===== config.mk =====
export PLATFORM = sky130hd
export DESIGN_NAME = seq_div24
export DESIGN_NICKNAME = d
export VERILOG_FILES = /design/src/rtl/seq_div24.sv
export SDC_FILE = /design/constraint.sdc
export NUM_CORES = 1
export LEC_CHECK = 0
export ABC_AREA = 1
export BUFFER_PORTS_ARGS = -buffer_cell sky130_fd_sc_hd__buf_4
export CORE_MARGIN = 5
export CORE_UTILIZATION = 43
export CTS_CLUSTER_SIZE = 30
export DETAILED_ROUTE_END_ITERATION = 7
export SLEW_MARGIN = 15
export SYNTH_ARGS = -nofsm -noshare
export SYNTH_HDL_FRONTEND = slang
export SYNTH_SLANG_ARGS = --single-unit

===== constraint.sdc =====
create_clock -name clk -period 3.8 [get_ports clk]
set_input_delay 0.76 -clock clk [delete_from_list [all_inputs] [get_ports clk]]
set_output_delay 0.76 -clock clk [all_outputs]
set_load 0.02 [all_outputs]

===== src/rtl/seq_div24.sv =====
// ---------------------------------------------------------------------------
// seq_div24 -- sequential restoring divider, one quotient bit per clock.
//
// Divides an unsigned 2*WIDTH-bit dividend by an unsigned WIDTH-bit divisor
// and produces a WIDTH-bit quotient and remainder. A zero divisor or a
// quotient that cannot fit in WIDTH bits is flagged one cycle after accept
// without iterating. Otherwise the result appears WIDTH cycles after accept.
//
// Ports:
//   clk        rising-edge clock
//   rst        synchronous active-high reset
//   in_valid   operands a/b are valid
//   in_ready   block can accept operands (IDLE only)
//   a          unsigned dividend, 2*WIDTH bits
//   b          unsigned divisor, WIDTH bits
//   out_valid  q/r/div0/ovf are valid (DONE only)
//   out_ready  consumer accepts the result
//   q          quotient (all ones on div0/ovf)
//   r          remainder (a[WIDTH-1:0] on div0, 0 on ovf)
//   div0       divisor was zero
//   ovf        quotient overflow: a[2W-1:W] >= b with b != 0
// ---------------------------------------------------------------------------
module seq_div24 #(
  parameter int WIDTH = 24
) (
  input  logic               clk,
  input  logic               rst,
  input  logic               in_valid,
  output logic               in_ready,
  input  logic [2*WIDTH-1:0] a,
  input  logic [WIDTH-1:0]   b,
  output logic               out_valid,
  input  logic               out_ready,
  output logic [WIDTH-1:0]   q,
  output logic [WIDTH-1:0]   r,
  output logic               div0,
  output logic               ovf
);

  localparam int CW = (WIDTH > 2) ? $clog2(WIDTH) : 1;
  localparam logic [CW-1:0] LAST_ITER = CW'(WIDTH - 1);
  localparam logic [CW-1:0] CNT_ONE   = CW'(1);
  localparam logic [CW-1:0] CNT_ZERO  = CW'(0);

  typedef enum logic [1:0] {
    IDLE = 2'd0,
    CALC = 2'd1,
    DONE = 2'd2
  } state_t;

  state_t             state_r;
  logic [WIDTH-1:0]   rem_r;     // partial remainder, always < b_r between steps
  logic [WIDTH-1:0]   shreg_r;   // dividend low bits out at the top, quotient bits in at the bottom
  logic [WIDTH-1:0]   b_r;
  logic [CW-1:0]      cnt_r;
  logic               pend_r;    // special-case result captured, DONE on the next edge

  logic [WIDTH:0]     shifted_s;
  logic               ge_s;
  logic [WIDTH-1:0]   next_rem_s;
  logic [WIDTH-1:0]   next_shreg_s;
  logic               accept_s;
  logic               is_div0_s;
  logic               is_ovf_s;

  // One restoring-division step on the registered partial remainder.
  // The shifted value needs WIDTH+1 bits; after a subtraction the true
  // result is < b, so the WIDTH-bit modular difference is exact.
  always_comb begin
    shifted_s    = {rem_r, shreg_r[WIDTH-1]};
    ge_s         = shifted_s[WIDTH] | (shifted_s[WIDTH-1:0] >= b_r);
    if (ge_s) begin
      next_rem_s = shifted_s[WIDTH-1:0] - b_r;
    end else begin
      next_rem_s = shifted_s[WIDTH-1:0];
    end
    next_shreg_s = {shreg_r[WIDTH-2:0], ge_s};
  end

  // Operand handshake and special-case classification of the raw inputs.
  always_comb begin
    accept_s  = in_valid & in_ready;
    is_div0_s = (b == {WIDTH{1'b0}});
    is_ovf_s  = ~is_div0_s & (a[2*WIDTH-1:WIDTH] >= b);
  end

  // Control FSM, datapath registers and registered outputs.
  always_ff @(posedge clk) begin
    if (rst) begin
      state_r   <= IDLE;
      in_ready  <= 1'b1;
      out_valid <= 1'b0;
      q         <= {WIDTH{1'b0}};
      r         <= {WIDTH{1'b0}};
      div0      <= 1'b0;
      ovf       <= 1'b0;
      rem_r     <= {WIDTH{1'b0}};
      shreg_r   <= {WIDTH{1'b0}};
      b_r       <= {WIDTH{1'b0}};
      cnt_r     <= CNT_ZERO;
      pend_r    <= 1'b0;
    end else begin
      case (state_r)
        IDLE: begin
          if (pend_r) begin
            pend_r    <= 1'b0;
            state_r   <= DONE;
            out_valid <= 1'b1;
          end else if (accept_s) begin
            in_ready <= 1'b0;
            b_r      <= b;
            if (is_div0_s) begin
              q      <= {WIDTH{1'b1}};
              r      <= a[WIDTH-1:0];
              div0   <= 1'b1;
              ovf    <= 1'b0;
              pend_r <= 1'b1;
            end else if (is_ovf_s) begin
              q      <= {WIDTH{1'b1}};
              r      <= {WIDTH{1'b0}};
              div0   <= 1'b0;
              ovf    <= 1'b1;
              pend_r <= 1'b1;
            end else begin
              rem_r   <= a[2*WIDTH-1:WIDTH];
              shreg_r <= a[WIDTH-1:0];
              cnt_r   <= CNT_ZERO;
              state_r <= CALC;
            end
          end
        end
        CALC: begin
          rem_r   <= next_rem_s;
          shreg_r <= next_shreg_s;
          cnt_r   <= cnt_r + CNT_ONE;
          if (cnt_r == LAST_ITER) begin
            // Last step: publish the result straight from the step logic.
            state_r   <= DONE;
            out_valid <= 1'b1;
            q         <= next_shreg_s;
            r         <= next_rem_s;
            div0      <= 1'b0;
            ovf       <= 1'b0;
            cnt_r     <= CNT_ZERO;
          end
        end
        DONE: begin
          // Result holds until taken; in_ready rises only after this edge.
          if (out_ready) begin
            state_r   <= IDLE;
            out_valid <= 1'b0;
            in_ready  <= 1'b1;
          end
        end
        default: begin
          state_r   <= IDLE;
          out_valid <= 1'b0;
          in_ready  <= 1'b1;
          pend_r    <= 1'b0;
        end
      endcase
    end
  end

endmodule


=== Word level (Yosys, flattened, before mapping) ===
Index checks and enable logic that the tools add are counted.

* Bits in registers: 132
* Bits of input ports: 76
* Output and inout bits: 52
* Word-level logic and storage cells: 106

* Add/sub/neg operators: 2
* Magnitude comparators: 2
* Eq/ne operators: 14
* Multiplexer cells: 60
* Bitwise gates (word level): 6
* Reduce and logical (&&, ||, !) cells: 10

{| class="wikitable"
|+ Operator list
! cell !! number
|-
| $mux 24 || 19
|-
| $pmux 24 s2 || 4
|-
| $ge 24x24->1 || 2
|-
| $mux 5 || 5
|-
| $logic_not 24->1 || 1
|-
| $sub 24x24->24 || 1
|-
| $mux 1 || 19
|-
| $reduce_and 5->1 || 3
|-
| $ne 2x2->1 const B || 7
|-
| $mux 2 || 6
|-
| $ne 3x3->1 const B || 4
|-
| $pmux 5 s2 || 1
|-
| $pmux 1 s2 || 3
|-
| $pmux 1 s3 || 2
|-
| $pmux 2 s3 || 1
|-
| $reduce_and 3->1 || 2
|-
| $add 5x1->5 const B || 1
|-
| $eq 5x5->1 const B || 1
|-
| $reduce_and 4->1 || 1
|-
| $not 1->1 || 3
|-
| $and 1x1->1 || 2
|-
| $eq 2x1->1 const B || 1
|-
| $eq 2x2->1 const B || 1
|-
| $logic_not 2->1 || 1
|-
| other kinds (3) || 3
|}

=== Depth between registers and ports, before layout ===
* Depth in word-level cells: 8
* Depth in mapped cells: 17
* Gate-level depth less buffers: 16

=== Least setup slack after synthesis ===
No wires, ideal clock.

* Kind: input port to flip-flop
* Start point: input port b[7]
* End point: register shreg_r[10]
* Library setup time: 0.115 ns
* Data arrival time: 2.252 ns
* Data required time: 3.685 ns
* Slack: 1.433 ns
* Cell stages on the path: 14
* Path buffers: 2
* Cells stage by stage: inv_1 ha_1 nand2_1 nor2_1 and2_1 nor2_1 nand3_1 nand2_1 nand2_1 nand2_2 buf_4 buf_4 a21oi_1 nor2_1

* Longest elaborated chain between the ends: 5
* Elaborated cells on any way between the ends: 7
* Those cells by class: order compare: 1; eq/ne: 2; bitwise: 2; reduce/logical: 2

{| class="wikitable"
|+ RTL lines
! element !! RTL line !! source
|-
| from (decl) || 31 || <nowiki>input logic [WIDTH-1:0] b,</nowiki>
|-
| parallel branches: the longest is 4 deep, another holds $ge 24x24->1 || n/a ||
|-
| $reduce_and 5->1 (no line) * || n/a ||
|-
| to (signal assigned) || 98 || <nowiki>shreg_r <= {WIDTH{1'b0}};</nowiki>
|-
| to (signal assigned) || 126 || <nowiki>shreg_r <= a[WIDTH-1:0];</nowiki>
|-
| to (signal assigned) || 134 || <nowiki>shreg_r <= next_shreg_s;</nowiki>
|-
| to (decl) || 53 || <nowiki>logic [WIDTH-1:0] shreg_r;</nowiki>
|}

Mark *: on every way between the ends.
A chain may end at the register's enable or synchronous reset.

=== Worst setup path after layout ===
* Start point: register shreg_r[23]
* End point: register r[17]

* Longest elaborated chain between the ends: 5
* Elaborated cells on any way between the ends: 6
* Those cells by class: add/sub: 1; order compare: 1; mux: 3; bitwise: 1

{| class="wikitable"
|+ RTL lines
! element !! RTL line !! source
|-
| $ge 24x24->1 || 71 || <nowiki>ge_s = shifted_s[WIDTH] | (shifted_s[WIDTH-1:0] >= b_r);</nowiki>
|-
| $or 1x1->1 || 71 ||
|-
| $mux 24 * || 72 || <nowiki>if (ge_s) begin</nowiki>
|-
| $mux 24 * || 136 || <nowiki>if (cnt_r == LAST_ITER) begin</nowiki>
|-
| $pmux 24 s2 * || 103 || <nowiki>case (state_r)</nowiki>
|-
| to (signal assigned) || 114 || <nowiki>r <= a[WIDTH-1:0];</nowiki>
|-
| to (signal assigned) || 120 || <nowiki>r <= {WIDTH{1'b0}};</nowiki>
|-
| to (signal assigned) || 141 || <nowiki>r <= next_rem_s;</nowiki>
|-
| to (decl) || 35 || <nowiki>output logic [WIDTH-1:0] r,</nowiki>
|}

Mark *: on every way between the ends. The rest lies on a longest branch, timed or not. The select of a mux whose other input is x is not followed.

==> out/results.txt <==
Slew Viols, Final = 0
Synth top area share = 0.285
RSZ-0062 raised after global routing = false
largest net degree at the start of global routing = 80
first-pass GRT wire length = 45,000 um
Clock transition at path regs = 0.06 ns
final setup vio count = 0
Die W = 157 um
Final ANT Viol Nets = 0
# fillers = 2,260
placed cell areas = 10,300 um^2
grt total ovfl = 0
Post-CTS Setup Bufs = 0
core area = 21,100 um^2
most frequent cells after synthesis = 416 x nand2_1, 235 x nor2_1, 221 x inv_1
pre-CTS worst setup slack = 0.663 ns
vias per inst = 4.92
HPWL Detailed = 21,600 um
Synth Register Bits = 132
Fin. Hold Viols = 0
clk_skew = 0.0111 ns
# nets final = 1,748
worst setup path class = reg -> reg
Critical Path Sink Type = register
mapped cell area = 9260 um^2
ys flop type = dfxtp_1
NetSw = 0.00514 W
H-tree depth = 4
CTS Buf Count = 17
worst skew pair latency = 0.42 ns
CTS root buf = clkbuf_16
Synth cell types = 37
Max VDD drop = 0.000373 V
Max Clk Rate = 328 MHz
crit-path max FO = 25
top cell type by total area after synthesis = dfxtp_1
Post-synth EDFFs = 0
Hold Startpoint = out_valid
Yosys warnings = 0
ant diodes = 0
Min-Delay Path Depth = 2
Syn Inst Count = 1,530
Total Wirelength = 28,300 um
Mapped Nets = 1,659
Int Pwr = 0.00484 W
clock sinks = 132
die height = 157 um
Total Routing Usage GR = 0.229
Tcrit/Tclk final = 0.803
# IOs = 128
Tightest Hold Check Type = reg -> reg
Max Root-Sink Buffers = 2
total of max-cap violations = 0
area grow syn2layout = 17.8%
top-count cell post-synth = nand2_1
max_slew headroom = 0.540
post-synthesis sequential area ratio = 0.285
Worst R2R Start = shreg_r[23]
iteration count of the initial detailed-routing pass = 5
post_cts resized = 0
Post-Layout Inst Area = 10,900 um^2
hold endpoint = out_valid
R2R setup slack = 0.75 ns
via count of the first global-routing pass = 8,589
slew of the pin with the lowest slew margin = 0.690 ns
RR Endpoint = r[17]
First DRT Iteration DRCs = 559
share of cells above drive strength 1 = 0.151
port bufs = 127
Leak Pwr = 5.73 nW
run status = finished, final reports clean
R2R depth = 17
Avg Inst Size Synth = 6.05 um^2
Starting Density = 0.439
Fin Setup TNS = 0 ns
cts hold-fix bufs = 0
WP data required = 4.16 ns
sw frac = 0.515
minimum clock period = 3.05 ns
PnR worst setup slack = 0.750 ns
combinational power share = 0.616
row cnt = 53
routed length per instance = 14.8 um
Clock power frac = 0.164
Final GP Congestion = 0.876
FFs w/ async S/R, synth = 0
Area contributors post-synth = dfxtp_1 29%, nand2_1 17%, nor2_1 9.5%, inv_1 9.0%, ha_1 7.0%
Worst EP arrival = 3.41 ns
CTS tree = yes
initial antenna violation count = 0
crit start category = register
via count = 9,375
Flop pwr share = 0.219
DRC = 0
die area = 24,600 um^2
PD cells = 915 nW/um^2
-- state kept, by name, summed over array words and instances, names as in the netlist --
signal	cells
q	24
state_r	2
b_r	24
pend_r	1
cnt_r	5
div0	1
r	24
out_valid	1
rem_r	24
shreg_r	24
in_ready	1
ovf	1
-- cell type report --
type	instances	area (um^2)	share of cell area
Multi-Input combinational cell	1097	5400	0.495
Timing Repair Buffer	140	1080	0.0986
Clock inverter	14	139	0.0127
Clock buffer	18	439	0.0403
Tap cell	275	344	0.0315
Inverter	231	868	0.0796
Sequential cell	132	2640	0.242
-- cells by family (layout without fill, tap and decap cells) --
family	Yosys count	count (layout)	share of synthesized area
DFF	132	132	0.285
xor gates and xnor gates	9	9	0.00851
adders and majority gates	53	53	0.0724
and+or+nand+nor	876	876	0.413
AOI/OAI and AO/OA	159	159	0.0878
buffers and inverters	301	403	0.133
-- power by group through the flow --
stage | Sequential, W | Combinational [W] | Clock [W]
2_1_floorplan | 0.00239 | 0.00441 | 0
3_3_place_gp | 0.00220 | 0.00610 | 0
3_5_place_dp | 0.00221 | 0.00612 | 0
4_1_cts | 0.00219 | 0.00615 | 0.00166
5_1_grt | 0.00226 | 0.00691 | 0.00172
6_report | 0.00219 | 0.00615 | 0.00164
-- through the flow --
step	cells	utilization	total power, W	hold slack, ns
5_1_grt	1907	0.517	0.0109	0.489
2_1_floorplan	1530	-	0.00680	0.434
6_report	1907	0.517	0.00998	0.460
3_5_place_dp	1875	0.490	0.00833	0.453
3_3_place_gp	1875	0.490	0.00830	0.446
4_1_cts	1907	0.517	0.0100	0.468
-- worst max-delay path, cell delays in order, from the launching register on --
cell and delay [ns]:
dfxtp_1 0.36, inv_1 0.06, ha_1 0.22, fa_1 0.40, inv_1 0.12, nand2_1 0.06
nand2_1 0.09, nand3_1 0.10, nand2_2 0.13, nand2_2 0.08, nand3_2 0.08, nand2_4 0.22
nand2_4 0.28, buf_4 0.29, nand3_1 0.10, nand2_1 0.23, nor2_1 0.07, nor2_1 0.08
-- how the worst max path moves through the flow --
stage,start,to,slack [ns],depth (start not counted)
floorplan,b[7],shreg_r[10],1.43,14
global placement,b[15],rem_r[0],0.73,13
global route,state_r[0],q[1],0.49,12
CTS,shreg_r[23],r[17],0.77,17
detailed placement,b[15],rem_r[21],0.66,13
finish,shreg_r[23],r[17],0.75,17
-- routing by layer --
layer / vias up / track usage / wire [um]
met3: 37 / 0.0296 / 1330
met4: 0 / 0.0636 / 493
met5: - / 0 / 0
met1: 4148 / 0.342 / 14100
met2: 246 / 0.346 / 12400
li1: 4944 / - / -
-- cells in the final DEF, fill, tap and decap left out, types with 3 or more instances in the layout --
cell type and count:
inv_2 9, inv_1 221, clkbuf_16 17, nand2_2 6, a21oi_1 88, ha_1 51
nor2_2 5, nor3_1 4, nand3_2 22, dfxtp_1 132, buf_4 138, o21ai_0 55
xor2_1 8, clkinvlp_4 3, nand4_1 36, nand2_4 3, nor2_4 3, nor2_1 235
o21ai_1 10, or2_2 22, nand3_1 117, inv_6 7, nand2_1 416
No activity file was read; power rests on OpenSTA's default activity.
